===== config.mk =====
export PLATFORM = sky130hd
export DESIGN_NAME = fetch_unit
export DESIGN_NICKNAME = d
export VERILOG_FILES = /design/src/rtl/fetch_unit_pkg.sv /design/src/rtl/fetch_unit_pc_reg.sv /design/src/rtl/fetch_unit.sv
export SDC_FILE = /design/constraint.sdc
export NUM_CORES = 1
export LEC_CHECK = 0
export CAP_MARGIN = 20
export CORE_AREA = 3 3 95 120
export DETAILED_ROUTE_END_ITERATION = 8
export DIE_AREA = 0 0 98 123
export GPL_TIMING_DRIVEN = 1
export HOLD_SLACK_MARGIN = 0.12
export PLACE_DENSITY = 0.84
export SLEW_MARGIN = 30
export SYNTH_ARGS = -nofsm -noshare
export SYNTH_HDL_FRONTEND = slang
export SYNTH_SLANG_ARGS = --single-unit

===== constraint.sdc =====
create_clock -name clk -period 4.2 [get_ports clk]
set_input_delay 0.63 -clock clk [delete_from_list [all_inputs] [get_ports clk]]
set_output_delay 0.63 -clock clk [all_outputs]
set_load 0.02 [all_outputs]

===== src/rtl/fetch_unit_pkg.sv =====
// Shared constants, FSM encoding and alignment helper for the instruction fetch unit.
package fetch_unit_pkg;
  localparam int XLEN        = 32;
  localparam int OPCODE_W    = 7;
  localparam int INSTR_ALIGN = 4;
  localparam logic [XLEN-1:0] ALIGN_MASK = XLEN'(INSTR_ALIGN - 1);

  typedef enum logic [1:0] {
    ST_BOOT = 2'd0,
    ST_RUN  = 2'd1,
    ST_HOLD = 2'd2,
    ST_HALT = 2'd3
  } fetch_state_e;

  function automatic logic [XLEN-1:0] align_down(input logic [XLEN-1:0] addr);
    return addr & ~ALIGN_MASK;
  endfunction
endpackage


===== src/rtl/fetch_unit_pc_reg.sv =====
// Fetch pointer: pc register, sequential +4 adder and redirect/advance mux.
module fetch_unit_pc_reg import fetch_unit_pkg::*; #(
  parameter logic [XLEN-1:0] RESET_PC = 32'h0000_0000
) (
  input  logic            clk,
  input  logic            rst_n,
  input  logic            advance,
  input  logic            redirect,
  input  logic [XLEN-1:0] target,
  output logic [XLEN-1:0] pc
);
  logic [XLEN-1:0] pc_q, pc_d, pc_seq;

  // Wraps modulo 2^XLEN naturally.
  assign pc_seq = pc_q + XLEN'(INSTR_ALIGN);

  always_comb begin
    pc_d = pc_q;
    if (redirect)     pc_d = target;
    else if (advance) pc_d = pc_seq;
  end

  always_ff @(posedge clk or negedge rst_n) begin
    if (!rst_n) pc_q <= RESET_PC;
    else        pc_q <= pc_d;
  end

  assign pc = pc_q;
endmodule


===== src/rtl/fetch_unit.sv =====
// Single-entry instruction fetch unit with stall hold and branch redirect.
// Optional misaligned-redirect trap: define FETCH_MISALIGN_CHECK_EN.
module fetch_unit import fetch_unit_pkg::*; #(
  parameter logic [XLEN-1:0] RESET_PC = 32'h0000_0000
) (
  input  logic                clk,
  input  logic                rst_n,
  output logic                imem_req,
  output logic [XLEN-1:0]     imem_addr,
  input  logic                imem_ready,
  input  logic [XLEN-1:0]     imem_rdata,
  input  logic                stall,
  input  logic                pc_src,
  input  logic [XLEN-1:0]     pc_target,
  output logic [XLEN-1:0]     instr,
  output logic [OPCODE_W-1:0] opcode,
  output logic [XLEN-1:0]     instr_pc,
  output logic [XLEN-1:0]     pc_plus4,
  output logic                instr_valid,
  output logic                misalign,
  output fetch_state_e        dbg_state
);
  // Handshakes: a word transfers on imem_req && imem_ready; the held
  // instruction transfers downstream (consume) on instr_valid && !stall.
  fetch_state_e    state_q, state_d;
  logic [XLEN-1:0] instr_q, instr_d, instr_pc_q, instr_pc_d;
  logic            instr_valid_q, instr_valid_d;
  logic [XLEN-1:0] pc, target_aligned;
  logic            consume, fetch, redir_req, misaligned_tgt, redirect, halt_go, advance;

  assign consume   = instr_valid_q & ~stall;
  assign imem_req  = (state_q == ST_RUN) & (~instr_valid_q | ~stall);
  assign fetch     = imem_req & imem_ready;
  assign redir_req = consume & pc_src;

`ifdef FETCH_MISALIGN_CHECK_EN
  assign misaligned_tgt = |(pc_target & ALIGN_MASK);
`else
  assign misaligned_tgt = 1'b0;
`endif

  assign redirect       = redir_req & ~misaligned_tgt;
  assign halt_go        = redir_req & misaligned_tgt;
  assign advance        = fetch & ~redir_req;
  assign target_aligned = align_down(pc_target);

  fetch_unit_pc_reg #(.RESET_PC(RESET_PC)) u_pc_reg (
    .clk      (clk),
    .rst_n    (rst_n),
    .advance  (advance),
    .redirect (redirect),
    .target   (target_aligned),
    .pc       (pc)
  );

  always_comb begin
    state_d       = state_q;
    instr_d       = instr_q;
    instr_pc_d    = instr_pc_q;
    instr_valid_d = instr_valid_q;
    case (state_q)
      ST_BOOT: state_d = ST_RUN;
      ST_RUN: begin
        if (halt_go)                    state_d = ST_HALT;
        else if (instr_valid_q & stall) state_d = ST_HOLD;
      end
      ST_HOLD: begin
        if (halt_go)     state_d = ST_HALT;
        else if (!stall) state_d = ST_RUN;
      end
      ST_HALT: state_d = ST_HALT;
    endcase
    // A redirect squashes any word arriving in the same cycle.
    if (redir_req) begin
      instr_valid_d = 1'b0;
    end else if (fetch) begin
      instr_d       = imem_rdata;
      instr_pc_d    = pc;
      instr_valid_d = 1'b1;
    end else if (consume) begin
      instr_valid_d = 1'b0;
    end
  end

  always_ff @(posedge clk or negedge rst_n) begin
    if (!rst_n) begin
      state_q       <= ST_BOOT;
      instr_q       <= '0;
      instr_pc_q    <= '0;
      instr_valid_q <= 1'b0;
    end else begin
      state_q       <= state_d;
      instr_q       <= instr_d;
      instr_pc_q    <= instr_pc_d;
      instr_valid_q <= instr_valid_d;
    end
  end

`ifdef FETCH_MISALIGN_CHECK_EN
  logic misalign_q, misalign_d;

  always_comb misalign_d = misalign_q | halt_go;

  always_ff @(posedge clk or negedge rst_n) begin
    if (!rst_n) misalign_q <= 1'b0;
    else        misalign_q <= misalign_d;
  end

  assign misalign = misalign_q;
`else
  assign misalign = 1'b0;
`endif

  assign imem_addr   = pc;
  assign instr       = instr_q;
  assign opcode      = instr_q[OPCODE_W-1:0];
  assign instr_pc    = instr_pc_q;
  assign pc_plus4    = instr_pc_q + XLEN'(INSTR_ALIGN);
  assign instr_valid = instr_valid_q;
  assign dbg_state   = state_q;
endmodule

[After elaboration in Yosys (flattened, before gate mapping)]
Cells that the tools add are included.
Storage, ports and cells
  register bits after elaboration: 99
  bits of input ports: 69
  output and inout port bits: 140
  word-level logic and storage cells: 35
Operators by class
  add/sub/neg operators: 2
  eq/ne operators: 5
  muxes and demuxes: 8
  bitwise gates (word level): 10
  reduce and logical (&&, ||, !) cells: 5
Operator list (count)
  32-bit by 3-bit adder with 32-bit output (second input constant): 2
  32-bit 2-to-1 mux: 2
  2-bit case mux with 4 select lines: 1
  1-bit bitwise AND: 6
  2-bit == test (second input constant): 2
  2-bit 2-to-1 mux: 2
  2-bit AND reduction: 2
  1-bit 2-to-1 mux: 3
  1-bit NOT: 3
  3-bit nonzero test: 1
  2-bit by 1-bit == test with 1-bit output (second input constant): 1
  2-bit zero test: 1
  2-bit by 1-bit inequality test with 1-bit output (second input constant): 1
  2-bit inequality test (second input constant): 1
  2-bit nonzero test: 1
  1-bit bitwise OR: 1

[Logic depth before layout (Yosys ltp)]
  depth after elaboration: 7
  depth in mapped cells: 7
  depth with buffers taken out: 6

[Modules after synthesis]
From an unflattened synthesis, not the netlist that was laid out.
Unflattened totals
  cells, all modules: 439
  area, all modules: 4974.8 um^2
Modules (own cells, without submodules)
  fetch_unit: instances 1, cells an instance 239, area an instance 3154.3 um^2, seq. area each 1676.6 um^2
  fetch_unit_pc_reg: instances 1, cells an instance 200, area an instance 1820.5 um^2, seq. area each 800.8 um^2

[Worst setup path after synthesis]
OpenSTA, ideal clock, no wires.
  path type: flip-flop to output port
  start: register instr_pc_q[2], in the netlist instr_pc[2]
  end: output pc_plus4[20]
  arrival: 2.028 ns
  required time: 3.570 ns
  setup slack: 1.542 ns
  cell stages (with the launch flop): 7
  path buffers: 0
  path through: dfrtp_1 > ha_1 > nand4_1 > nor3_1 > nor3b_1 > nand4_1 > xnor2_1
Between the ends
  longest elaborated chain between the ends: 1
RTL lines
  start: declaration: line fetch_unit.sv:26  | logic [XLEN-1:0] instr_q, instr_d, instr_pc_q, instr_pc_d;
  start signal: assignment: line fetch_unit.sv:94  | instr_pc_q <= instr_pc_d;
  32-bit by 3-bit adder with 32-bit output: line fetch_unit.sv:118  | assign pc_plus4 = instr_pc_q + XLEN'(INSTR_ALIGN);
  end: declaration: line fetch_unit.sv:18  | output logic [XLEN-1:0] pc_plus4,
Every way passes these cells.

[Worst setup path after layout]
  start: register instr_pc_q[4], in the netlist instr_pc[4]
  end: output pc_plus4[23]
Same word-level chain as after synthesis.

==> qor.yml <==
crit_buf_inv: 1
die-area_um2: 12050
cts-buffers-inserted: 9
ys.warnings.count: 0
fmax_mhz: 262.9
htree_num_levels: 3
rows: 42
place.detailed.hpwl_um: 9664
ys_types: 36
synth_area_leader_cell: "dfrtp_1"
core_um2: 10460
antenna_found_initial: 0
diodes: 0
grt_pass1_vias: 4070
final_common_cell: "clkdlybuf4s50_1"
routed_wl_um: 13080
path_delay_family: "simple AND/OR/NAND/NOR gates"
p_leak_nw: 3.036
postSynthAreaPerCell_um2: 11.12
die_h_um: 123
viasPerCell: 5.310
area_growth_pct: 49.38
crit_path_max_incr_delay_ps: 830
finalWorstSetupSlack_ps: 396.5
power_density_nw_per_um2: 303.0
path_cells: "nand3_1 > nor4_1 > and4_1 > nand4_1 > xnor2_1 > clkdlybuf4s50_1"
pin_count: 209
multi_input_area_um2: 2227
yosysSeqAreaShare_pct: 49.93
vias: 4004
tightestPinTransition_ps: 951.3
seqCellArea_um2: 2377
gp_congestion: 0.8388
synth_area_leaders: "dfrtp_1 (50%), mux2_2 (14%), xnor2_1 (5.0%), xor2_1 (4.2%), nand3_1 (2.6%)"
cp_slowest_cell: "nor4_1"
place_ws_ps: 736.9
crit_path_max_fanout: 7
cts_max_path_buffers: 2
place.port_buffers: 199
drtAntennaViolNets: 0
cts_setup_buffers: 0
first_iter_violations: 115
crit_required_ps: 3570
ctsHoldBuffers: 0
start_kind: "register"
drive_gt1_share_pct: 14.47
cts_tree: "built"
layout_common_cells: "clkdlybuf4s50_1 (198), dfrtp_1 (95), mux2_2 (61)"
setup.worst_path.class: "register to primary output"
grt_pass1_wl_um: 20430
track_usage_pct: 21.20
finalSetupViolations: 0
timing.final.crit_period_ps: 3803
finalHoldViolations: 0
mappedNetlistArea_um2: 4761
slew_violations: 0
drt-pass1-iter-count: 4
path_clk_slew_ps: 70
grt_max_degree: 67
cts_resized: 0
wl_per_cell_um: 17.35
fill_cells: 794
die_w_um: 98
cts.sinks: 95
end_kind: "primary output"
hp-class: "input pin to async pin"
start_util_pct: 45.53
maxSlewHeadroom_pct: 36.00
maxCapViolCount: 0
drc: 0
min_period_over_period_pct: 90.56
finalNetCount: 689
fin_skew_ps: 5.858
outcome: "finished, final reports clean"
root_buffer: "clkbuf_16"
synthCells: 428
clock_latency_ps: 340
worstPathArrival_ps: 3170
ir_drop_uv: 262.5
overflow: 0
ys_ff_latch: 95
tns_ps: 0
rsz0062_at_grt: "no"
synth_top_area_share_pct: 49.93
## path summary, 6_finish.rpt
check / from / end / slack, ps / depth (start not counted)
worst max-delay path: instr_pc[4]$_DFFE_PN0P_ / pc_plus4[23] / 400 / 6
worst min-delay path: rst_n / instr_pc[8]$_DFFE_PN0P_ / 390 / 1
worst max register to register: dbg_state[1]$_DFFE_PN0P_ / instr_pc[18]$_DFFE_PN0P_ / 1700 / 4
worst min register to register: instr[18]$_DFFE_PN0P_ / instr[18]$_DFFE_PN0P_ / 500 / 1
max in group asynchronous: rst_n / instr[27]$_DFFE_PN0P_ / 2870 / 2
min in group clk: instr[18]$_DFFE_PN0P_ / instr[18]$_DFFE_PN0P_ / 500 / 1
## layer usage
metal  GRT usage, %  share of wire (%)
met1          25.49                 38
met2          37.27                 54
met3          3.612                5.7
met4          9.610                2.5
met5              0                  0
## power breakdown
group / total, mW / internal (mW) / switching (mW)
Sequential: 1.00 / 0.955 / 0.0499
Combinational: 0.291 / 0.160 / 0.131
Clock: 0.859 / 0.517 / 0.342
Total: 2.15 / 1.63 / 0.523
## cell usage after synthesis, drive strengths merged
cell / number
ha: 2
xnor2: 27
nand2b: 3
nor2: 33
or3: 7
a31oi: 5
nand4bb: 1
nand4: 17
a21oi: 24
inv: 5
and2: 5
nor2b: 1
mux2: 61
conb: 1
mux2i: 4
nand2: 22
o211ai: 1
xor2: 23
nand3b: 1
nor4: 5
dfrtp: 95
buf: 22
and4: 4
nand3: 25
nor3: 6
clkbuf: 7
and3: 11
or4b: 1
nor3b: 1
o21ai: 8
## flip-flops by register name, indices dropped and copies added, names as in the netlist
register,count
u_pc_reg.pc,30
dbg_state,2
instr_valid,1
instr_pc,30
instr,32
## through the flow
stage                     hold slack [ps]  power [mW]  cell area, um^2  util, %  std cells
after floorplan                     334.4       1.128             4783        -        434
after global placement              488.7       1.305             6800    65.03        739
after detailed placement            492.7       1.314             6800    65.03        739
after CTS                           421.4       2.175             7112    68.01        754
after global routing                455.0       2.230             7112    68.01        754
final                               394.4       2.155             7112    68.01        754
## area by class of cell
class	count	area share [%]
Inverter	5	0.2639
Sequential cell	95	33.43
Clock buffer	9	3.167
Multi-Input combinational cell	305	31.32
Timing Repair Buffer	202	28.29
Tap cell	132	2.322
Clock inverter	6	1.214
## cells by family after synthesis
family | after synthesis | share of synthesized area, %
compound gates | 38 | 4.179
xor+xnor | 50 | 9.198
fa+ha+maj | 2 | 0.5255
buf+inv | 34 | 4.126
flops | 95 | 49.93
mux | 65 | 15.27
other cells | 1 | 0.07877
simple gates | 143 | 16.69
Power figures use the tool's default switching activity.
